==> config.mk <==
export PLATFORM = sky130hd
export DESIGN_NAME = fetch_unit
export DESIGN_NICKNAME = d
export VERILOG_FILES = /design/src/rtl/fetch_unit.sv
export SDC_FILE = /design/constraint.sdc
export NUM_CORES = 1
export LEC_CHECK = 0
export ABC_AREA = 0
export BUFFER_PORTS_ARGS = -buffer_cell sky130_fd_sc_hd__buf_2
export CAP_MARGIN = 20
export CORE_MARGIN = 5
export CORE_UTILIZATION = 43
export CTS_CLUSTER_DIAMETER = 120
export DETAILED_ROUTE_END_ITERATION = 7
export PLACE_DENSITY = 0.86
export SETUP_SLACK_MARGIN = 0.1
export SKIP_CTS_REPAIR_TIMING = 1
export SLEW_MARGIN = 10
export SYNTH_ARGS = -nofsm -noshare
export SYNTH_HDL_FRONTEND = slang
export SYNTH_SLANG_ARGS = --single-unit
==> constraint.sdc <==
create_clock -name clk -period 2.2 [get_ports clk]
set_clock_uncertainty 0.2 [all_clocks]
set_input_delay 0.44 -clock clk [delete_from_list [all_inputs] [get_ports clk]]
set_output_delay 0.44 -clock clk [all_outputs]
set_load 0.005 [all_outputs]
==> src/rtl/fetch_unit.sv <==
// rtl/fetch_unit.sv - instruction fetch stage: PC register, imem request/response, IR and redirects
// Optional misaligned-target trap enabled by defining MISALIGN_TRAP_EN.
module fetch_unit #(
    parameter logic [31:0] RESET_PC  = 32'h0000_0000,
    parameter logic [31:0] NOP_INSTR = 32'h0000_0013
) (
    input  logic        clk,
    input  logic        rst,
    output logic        imem_req,
    output logic [31:0] imem_addr,
    input  logic [31:0] imem_rdata,
    input  logic        imem_valid,
    input  logic        ex_valid,
    input  logic [1:0]  ex_branch,
    input  logic        ex_cond,
    input  logic [31:0] ex_pc_target,
    input  logic [31:0] ex_alu_result,
    input  logic        stall,
    output logic [31:0] instr,
    output logic [6:0]  op,
    output logic        instr_valid,
    output logic [31:0] pc_out,
    output logic [31:0] pc_plus4,
    output logic        fetch_fault
);

    typedef enum logic [2:0] {
        IDLE  = 3'd0,
        REQ   = 3'd1,
        WAIT  = 3'd2,
        HOLD  = 3'd3
`ifdef MISALIGN_TRAP_EN
        , FAULT = 3'd4
`endif
    } state_t;

    state_t      state_q, state_d;
    logic [31:0] pc_q, pc_d;
    logic        kill_q, kill_d;
    logic [31:0] instr_q, instr_d;
    logic [31:0] pc_out_q, pc_out_d;
    logic        valid_q, valid_d;
    logic        taken;
    logic        redirect;
    logic [31:0] target;
    logic        unused_bits;

    assign taken  = ex_valid & (((ex_branch == 2'b01) & ex_cond) | ex_branch[1]);
    assign target = (ex_branch == 2'b11) ? {ex_alu_result[31:1], 1'b0} : ex_pc_target;
    assign unused_bits = ^{ex_alu_result[0], target[1:0]};

`ifdef MISALIGN_TRAP_EN
    logic fault_q, fault_d;
    // Once faulted, further redirects are ignored until reset.
    assign redirect    = taken & (state_q != FAULT);
    assign fetch_fault = fault_q;
`else
    assign redirect    = taken;
    assign fetch_fault = 1'b0;
`endif

    always_comb begin
        state_d  = state_q;
        pc_d     = pc_q;
        kill_d   = kill_q;
        instr_d  = instr_q;
        pc_out_d = pc_out_q;
        valid_d  = valid_q;
`ifdef MISALIGN_TRAP_EN
        fault_d  = fault_q;
`endif
        case (state_q)
            IDLE: state_d = REQ;
            REQ:  state_d = WAIT;
            WAIT: begin
                if (imem_valid) begin
                    if (kill_q) begin
                        kill_d  = 1'b0;
                        state_d = REQ;
                    end else begin
                        instr_d  = imem_rdata;
                        pc_out_d = pc_q;
                        valid_d  = 1'b1;
                        state_d  = HOLD;
                    end
                end
            end
            HOLD: begin
                if (!stall) begin
                    pc_d    = pc_q + 32'd4;
                    valid_d = 1'b0;
                    state_d = REQ;
                end
            end
`ifdef MISALIGN_TRAP_EN
            FAULT: valid_d = 1'b0;
`endif
            default: state_d = IDLE;
        endcase

        // Redirect overrides stall, sequential advance and any word arriving this cycle.
        if (redirect) begin
            valid_d  = 1'b0;
            instr_d  = instr_q;
            pc_out_d = pc_out_q;
            pc_d     = {target[31:2], 2'b00};
            case (state_q)
                IDLE, HOLD: state_d = REQ;
                REQ: begin
                    kill_d  = 1'b1;
                    state_d = WAIT;
                end
                WAIT: begin
                    kill_d  = ~imem_valid;
                    state_d = imem_valid ? REQ : WAIT;
                end
                default: state_d = state_q;
            endcase
`ifdef MISALIGN_TRAP_EN
            if (target[1:0] != 2'b00) begin
                pc_d    = pc_q;
                kill_d  = 1'b0;
                fault_d = 1'b1;
                state_d = FAULT;
            end
`endif
        end
    end

    always_ff @(posedge clk) begin
        if (rst) begin
            state_q  <= IDLE;
            pc_q     <= RESET_PC;
            kill_q   <= 1'b0;
            instr_q  <= NOP_INSTR;
            pc_out_q <= RESET_PC;
            valid_q  <= 1'b0;
`ifdef MISALIGN_TRAP_EN
            fault_q  <= 1'b0;
`endif
        end else begin
            state_q  <= state_d;
            pc_q     <= pc_d;
            kill_q   <= kill_d;
            instr_q  <= instr_d;
            pc_out_q <= pc_out_d;
            valid_q  <= valid_d;
`ifdef MISALIGN_TRAP_EN
            fault_q  <= fault_d;
`endif
        end
    end

    assign imem_req    = (state_q == REQ);
    assign imem_addr   = pc_q;
    assign instr       = instr_q;
    assign op          = instr_q[6:0];
    assign instr_valid = valid_q;
    assign pc_out      = pc_out_q;
    assign pc_plus4    = pc_out_q + 32'd4;

endmodule

==> results of run 1 <==
[path summary, 6_finish.rpt]
| kind | start | to | cells past startpoint |
|---|---|---|---|
| worst max-delay path | pc_out[15] | pc_plus4[31] | 6 |
| worst min-delay path | imem_rdata[0] | instr[0] | 3 |
| worst min register to register | instr[24] | instr[24] | 2 |
| worst max register to register | state_q[1] | imem_addr[19] | 5 |
[sequential cells by signal (all words and copies together), names as in the netlist]
| signal | flops |
|---|---|
| instr_valid | 1 |
| state_q | 2 |
| kill_q | 1 |
| imem_addr | 30 |
| instr | 32 |
| pc_out | 30 |
[critical path, delay by kind of cell, from the launching register on]
kind                      cells  cell delay, ns
DFF                           1            0.33
and+or+nand+nor               4            0.75
xor gates and xnor gates      1            0.15
buffers and inverters         1            0.12
[metal layers]
layer  vias to the layer above  track usage [%]
li1                       2881                -
met5                         -                0
met4                         0             8.38
met2                       243             40.7
met1                      2797             28.6
met3                        32             4.05
[stage by stage]
stage	cells	util, %	total power (uW)
floorplan	670	-	2250
global placement	1072	58.8	2590
detailed placement	1072	58.8	2600
CTS	1087	61.3	4210
global route	1099	64.0	4390
finish	1099	64.0	4200
[final cells by class]
cell class	instances	area (um^2)	area share, %
multi-input combinational	508	3200	42.0
timing repair buffer	324	1940	25.5
sequential	96	1960	25.7
tap	147	184	2.41
clock buffer	11	253	3.32
antenna	2	5.00	0.0657
clock inverter	4	51.3	0.673
inverter	7	26.3	0.345
[power by group through the flow]
| stage | sequential (uW) | clock, uW | combinational (uW) |
|---|---|---|---|
| 4_1_cts | 1870 | 1640 | 702 |
| 3_3_place_gp | 1900 | 0 | 687 |
| 2_1_floorplan | 1930 | 0 | 324 |
| 3_5_place_dp | 1910 | 0 | 698 |
| 5_1_grt | 1880 | 1730 | 783 |
| 6_report | 1870 | 1620 | 714 |
[logic make-up (layout without fill, tap and decap cells)]
logic type,Yosys count,count (layout)
compound gates,141,141
xor+xnor,47,47
fa+ha+maj,6,6
buf+inv,66,346
flops,96,96
mux,13,13
other cells,1,9
simple gates,294,294
[layout by cell type (no fill, tap or decap), types with 16 or more instances in the layout]
| cell | instances |
|---|---|
| a211oi_1 | 34 |
| a21oi_1 | 75 |
| and3_1 | 19 |
| buf_2 | 229 |
| buf_4 | 87 |
| dfxtp_1 | 78 |
| nand2_1 | 153 |
| nand3_1 | 23 |
| nor2_1 | 16 |
| xnor2_1 | 33 |
==> flow_summary.toml, run 1 <==
[placed_design]
postPlaceCellArea_mm2 = 0.00700
io_buffers = 230
place.gp.congestion = 0.909
place_ws_ns = -0.150
dpl.hpwl_um = 13500

[sta]
slew_headroom_pct = 59.0
rsz0062_at_grt = "yes"
period_share_pct = 107
tightest_slew_ns = 0.609
max_freq_mhz = 425
whs_ns = 0.103
tns_ns = -2.50
layout_min_cycle_time_ns = 2.35
finalMaxSlewViolations = 0
finalHoldViolCount = 0
setup_viol_count_final = 21
layout_setup_ws_ns = -0.153

[finish]
fillers = 1056
drive_gt1_share_pct = 43.2
area_growth_pct = 47.1
fin_area_mm2 = 0.00762
final_nets = 1056

[die]
num_io_pins = 242
die_y_um = 120
die_w_um = 120
die_area_mm2 = 0.0143
start_util_pct = 43.5
fp-row-count = 40
fp.coreArea_mm2 = 0.0119

[global_route]
grt_pass1_vias = 5552
track_usage_pct = 23.2
antenna_found_initial = 2
grt_max_degree = 75
grt_pass1_wl_um = 27300
gr-total-overflow = 0

[route]
via_count = 5953
vias_per_cell = 5.42
totalWireLength_um = 18300
postRouteAntennaNets = 0
wirelength_met1_um = 7300
top_layer_used = "met4"
met2WireLength_um = 9290
route.met3.wl_um = 1280
drc = 0
drt-initial-drc-count = 374
post_drt_wl_per_cell_um = 16.7
firstDrtPassIters = 5

[clock_network]
clkSinkCount = 96
cts_buffer_depth = 2
clk_root_buffer_cell = "clkbuf_16"
cts_tree = "yes"
path_clk_slew_ns = 0.07
cts_buffers = 9
htreeDepth = 3
insertion_delay_ns = 0.35

[power_and_ir_drop]
power.leakage_uw = 0.00349
peakVddDrop_v = 0.000397
p_int_uw = 3080
switching_share_pct = 26.6
power_density_mw_per_mm2 = 552
clockPowerShare_pct = 38.6
combPwrFrac_pct = 17.0
switchingPower_uw = 1120
seq_power_share_pct = 44.4

[hold_path]
hp-class = "in2reg"

[logic_synthesis]
synth_compound_area_share_pct = 17.1
synth.area.top_cells = "dfxtp_1, nand2_1, a21oi_1"
synth-simple-area-share_pct = 27.6
postSynthAreaPerCell_um2 = 7.80
synth_common_cells = "nand2_1, dfxtp_1, a21oi_1"
async_flop_share_pct = 0
syn_area_mm2 = 0.00518
synthMuxAreaShare_pct = 2.58
synth_top_cell_by_area = "dfxtp_1"
synth.yosys.warnings = 0
synth_top_family_by_area = "simple AND/OR/NAND/NOR gates"
yosysTopAreaCellShare_pct = 37.1
synth_xor_area_share_pct = 7.95
yosysMostFrequentCell = "nand2_1"
ys.flop_type = "dfxtp_1"
ys_seq_area_share_pct = 37.1
synth_edf_count = 0
ys_ff_latch = 96
synthDistinctLibCells = 49
synthAdderAreaFrac_pct = 1.45
syn_inst = 664

[worst_setup_path]
path_max_fanout = 6
cp.arrival_ns = 1.71
critical_path_class = "reg2out"
cp-end-kind = "output port"
critical_path.max_stage_delay_ns = 0.33
crit_required_ns = 1.56
slowest_stage = "dfxtp_2"
path_cells = "nand4_1, nor3_2, and2_4, nand3_2, xnor2_2, buf_2"
rrSetupSlack_ns = 0.10
cp-start-kind = "register"

[run_status]
status = "complete, but fails checks"
violations = "setup timing"

[run]
max_cap_viol_count = 0
(Power assumes the default switching activity.)
==> run 2, diff against run 1 <==
==> config.mk (replaced) <==
export PLATFORM = sky130hd
export DESIGN_NAME = fetch_unit
export DESIGN_NICKNAME = d
export VERILOG_FILES = /design/src/rtl/fetch_unit.sv
export SDC_FILE = /design/constraint.sdc
export NUM_CORES = 1
export LEC_CHECK = 0
export ABC_AREA = 1
export BUFFER_PORTS_ARGS = -buffer_cell sky130_fd_sc_hd__buf_2
export CAP_MARGIN = 20
export CORE_MARGIN = 5
export CORE_UTILIZATION = 44
export CTS_CLUSTER_DIAMETER = 120
export DETAILED_ROUTE_END_ITERATION = 7
export GPL_ROUTABILITY_DRIVEN = 1
export PLACE_DENSITY = 0.85
export SETUP_SLACK_MARGIN = 0.1
export SKIP_CTS_REPAIR_TIMING = 1
export SLEW_MARGIN = 30
export SYNTH_ARGS = -nofsm -noshare
export SYNTH_HDL_FRONTEND = slang
export SYNTH_SLANG_ARGS = --single-unit
==> flow_summary.toml, run 2 <==
[logic_synthesis]
synthDistinctLibCells = 40
synth-simple-area-share_pct = 35.8
syn_area_mm2 = 0.00581
async_flop_share_pct = 0
synth_compound_area_share_pct = 14.8
synth.area.top_cells = "dfxtp_1, nor2_1, nand2_1"
synth_top_cell_by_area = "dfxtp_1"
syn_inst = 871
synth.yosys.warnings = 0
ys_seq_area_share_pct = 33.1
synth_top_family_by_area = "simple AND/OR/NAND/NOR gates"
ys.flop_type = "dfxtp_1"
synth_common_cells = "nor2_1, nand2_1, dfxtp_1"
synth_edf_count = 0
synthMuxAreaShare_pct = 0.194
ys_ff_latch = 96
yosysTopAreaCellShare_pct = 33.1
synthAdderAreaFrac_pct = 1.29
postSynthAreaPerCell_um2 = 6.67
yosysMostFrequentCell = "nor2_1"
synth_xor_area_share_pct = 5.55

[finish]
drive_gt1_share_pct = 35.9
fillers = 1197
final_common_cell = "buf_2"
mostFrequentLayoutCells = "buf_2, nand2_1, nor2_1, o21ai_0, dfxtp_1"
largest_reg_flops = 32
multi_input_area_mm2 = 0.00357
area_growth_pct = 34.6
seq_area_mm2 = 0.00197
final_nets = 1217
diodes = 0
fin_util_pct = 59.8

[power_and_ir_drop]
combPwrFrac_pct = 20.9
seq_power_share_pct = 43.4
switching_share_pct = 30.3
peakVddDrop_v = 0.000355
clockPowerShare_pct = 35.7
total_power_uw = 4730
power.leakage_uw = 0.00374
switchingPower_uw = 1430
power_density_mw_per_mm2 = 605
p_int_uw = 3300

[worst_setup_path]
critical_path_class = "reg2out"
critical_path.max_stage_delay_ns = 0.38
crit_required_ns = 1.56
crit_cells = 7
cp-end-kind = "output port"
crit_family = "simple AND/OR/NAND/NOR gates"
crit_buf_inv = 1
cp-start-kind = "register"
cp.arrival_ns = 1.95
slowest_stage = "dfxtp_4"
reg2reg_depth = 7
path_max_fanout = 5
path_cells = "nand2_2, nor2_2, nand2_1, nor3_2, nand3b_1, xnor2_1, buf_2"

[clock_network]
clk_root_buffer_cell = "clkbuf_16"
insertion_delay_ns = 0.35
cts_tree = "yes"
clkSinkCount = 96
cts_buffers = 9
htreeDepth = 3
path_clk_slew_ns = 0.07
cts_buffer_depth = 2

[global_route]
grt_pass1_wl_um = 29900
antenna_found_initial = 0
grt_pass1_vias = 5832
grt_max_degree = 60
gr-total-overflow = 0
track_usage_pct = 23.1

[die]
start_util_pct = 44.4
die_y_um = 125
fp-row-count = 42
die_w_um = 125
num_io_pins = 242
fp.coreArea_mm2 = 0.0131
die_area_mm2 = 0.0156

[route]
post_drt_wl_per_cell_um = 16.0
totalWireLength_um = 20600
via_count = 6816
vias_per_cell = 5.30
firstDrtPassIters = 6
postRouteAntennaNets = 0
drc = 0
drt-initial-drc-count = 649

[run_status]
status = "complete, but fails checks"
violations = "setup timing"

[placed_design]
place.gp.congestion = 0.971
dpl.hpwl_um = 14800
io_buffers = 230

[sta]
rsz0062_at_grt = "yes"
layout_min_cycle_time_ns = 2.59
max_freq_mhz = 386
finalMaxSlewViolations = 0
setup_viol_count_final = 22
tns_ns = -3.36
finalHoldViolCount = 0
period_share_pct = 118
layout_setup_ws_ns = -0.390

[hold_path]
hp-class = "in2reg"
whs_path_depth = 3

[run]
max_cap_viol_count = 0
## run 2: worst paths after layout
kind	start	to	slack, ns
worst max register to register	state_q[1]	instr[8]	0.20
worst max-delay path	pc_out[14]	pc_plus4[31]	-0.39
worst min register to register	instr[28]	instr[28]	0.28
worst min-delay path	imem_rdata[4]	instr[4]	0.09
## run 2: power groups by stage
stage	clock (uW)	sequential (uW)	combinational, uW
final	1690	2050	991
after global routing	1780	2070	1100
after CTS	1710	2040	957
after detailed placement	0	2080	950
after global placement	0	2070	931
after floorplan	0	2060	518
## run 2: logic make-up after synthesis
logic type / Yosys count
AND/OR/NAND/NOR: 450
flip-flops: 96
other: 1
XOR/XNOR: 36
adder cells (fa/ha/maj): 6
buffers and inverters: 115
multiplexers: 1
AO/OA/AOI/OAI: 166
## run 2: final cells by class
cell class | instances | area share [%]
Clock buffer | 10 | 2.93
Sequential cell | 96 | 25.1
Tap cell | 176 | 2.81
Clock inverter | 5 | 1.04
Timing Repair Buffer | 275 | 19.6
Inverter | 59 | 2.86
Multi-Input combinational cell | 666 | 45.6
## run 2: metrics by stage
stage / worst slack, ns / cell area, um^2 / hold WS, ns / instances
after floorplan: 0.187 / 5830 / 0.280 / 877
after global placement: 0.0419 / 7160 / 0.258 / 1259
after detailed placement: 0.000114 / 7160 / 0.266 / 1259
after CTS: -0.380 / 7470 / 0.0809 / 1274
after global routing: -0.421 / 7830 / 0.108 / 1287
final: -0.390 / 7830 / 0.0898 / 1287
## run 2: per-layer routing
layer  global-route usage [%]  up-vias  wire length (um)
met3                     4.05       40              1740
met4                     8.23        0               458
met5                        0        -                 0
met2                     37.1      375              9670
met1                     31.5     3105              8720
li1                         -     3296                 -
## run 2: worst reg2reg max path, delay by kind of cell (launching register included)
family	cells	cell delay (ns)
flops	1	0.40
fa+ha+maj	1	0.24
simple gates	3	0.34
buf+inv	2	0.39
compound gates	1	0.32
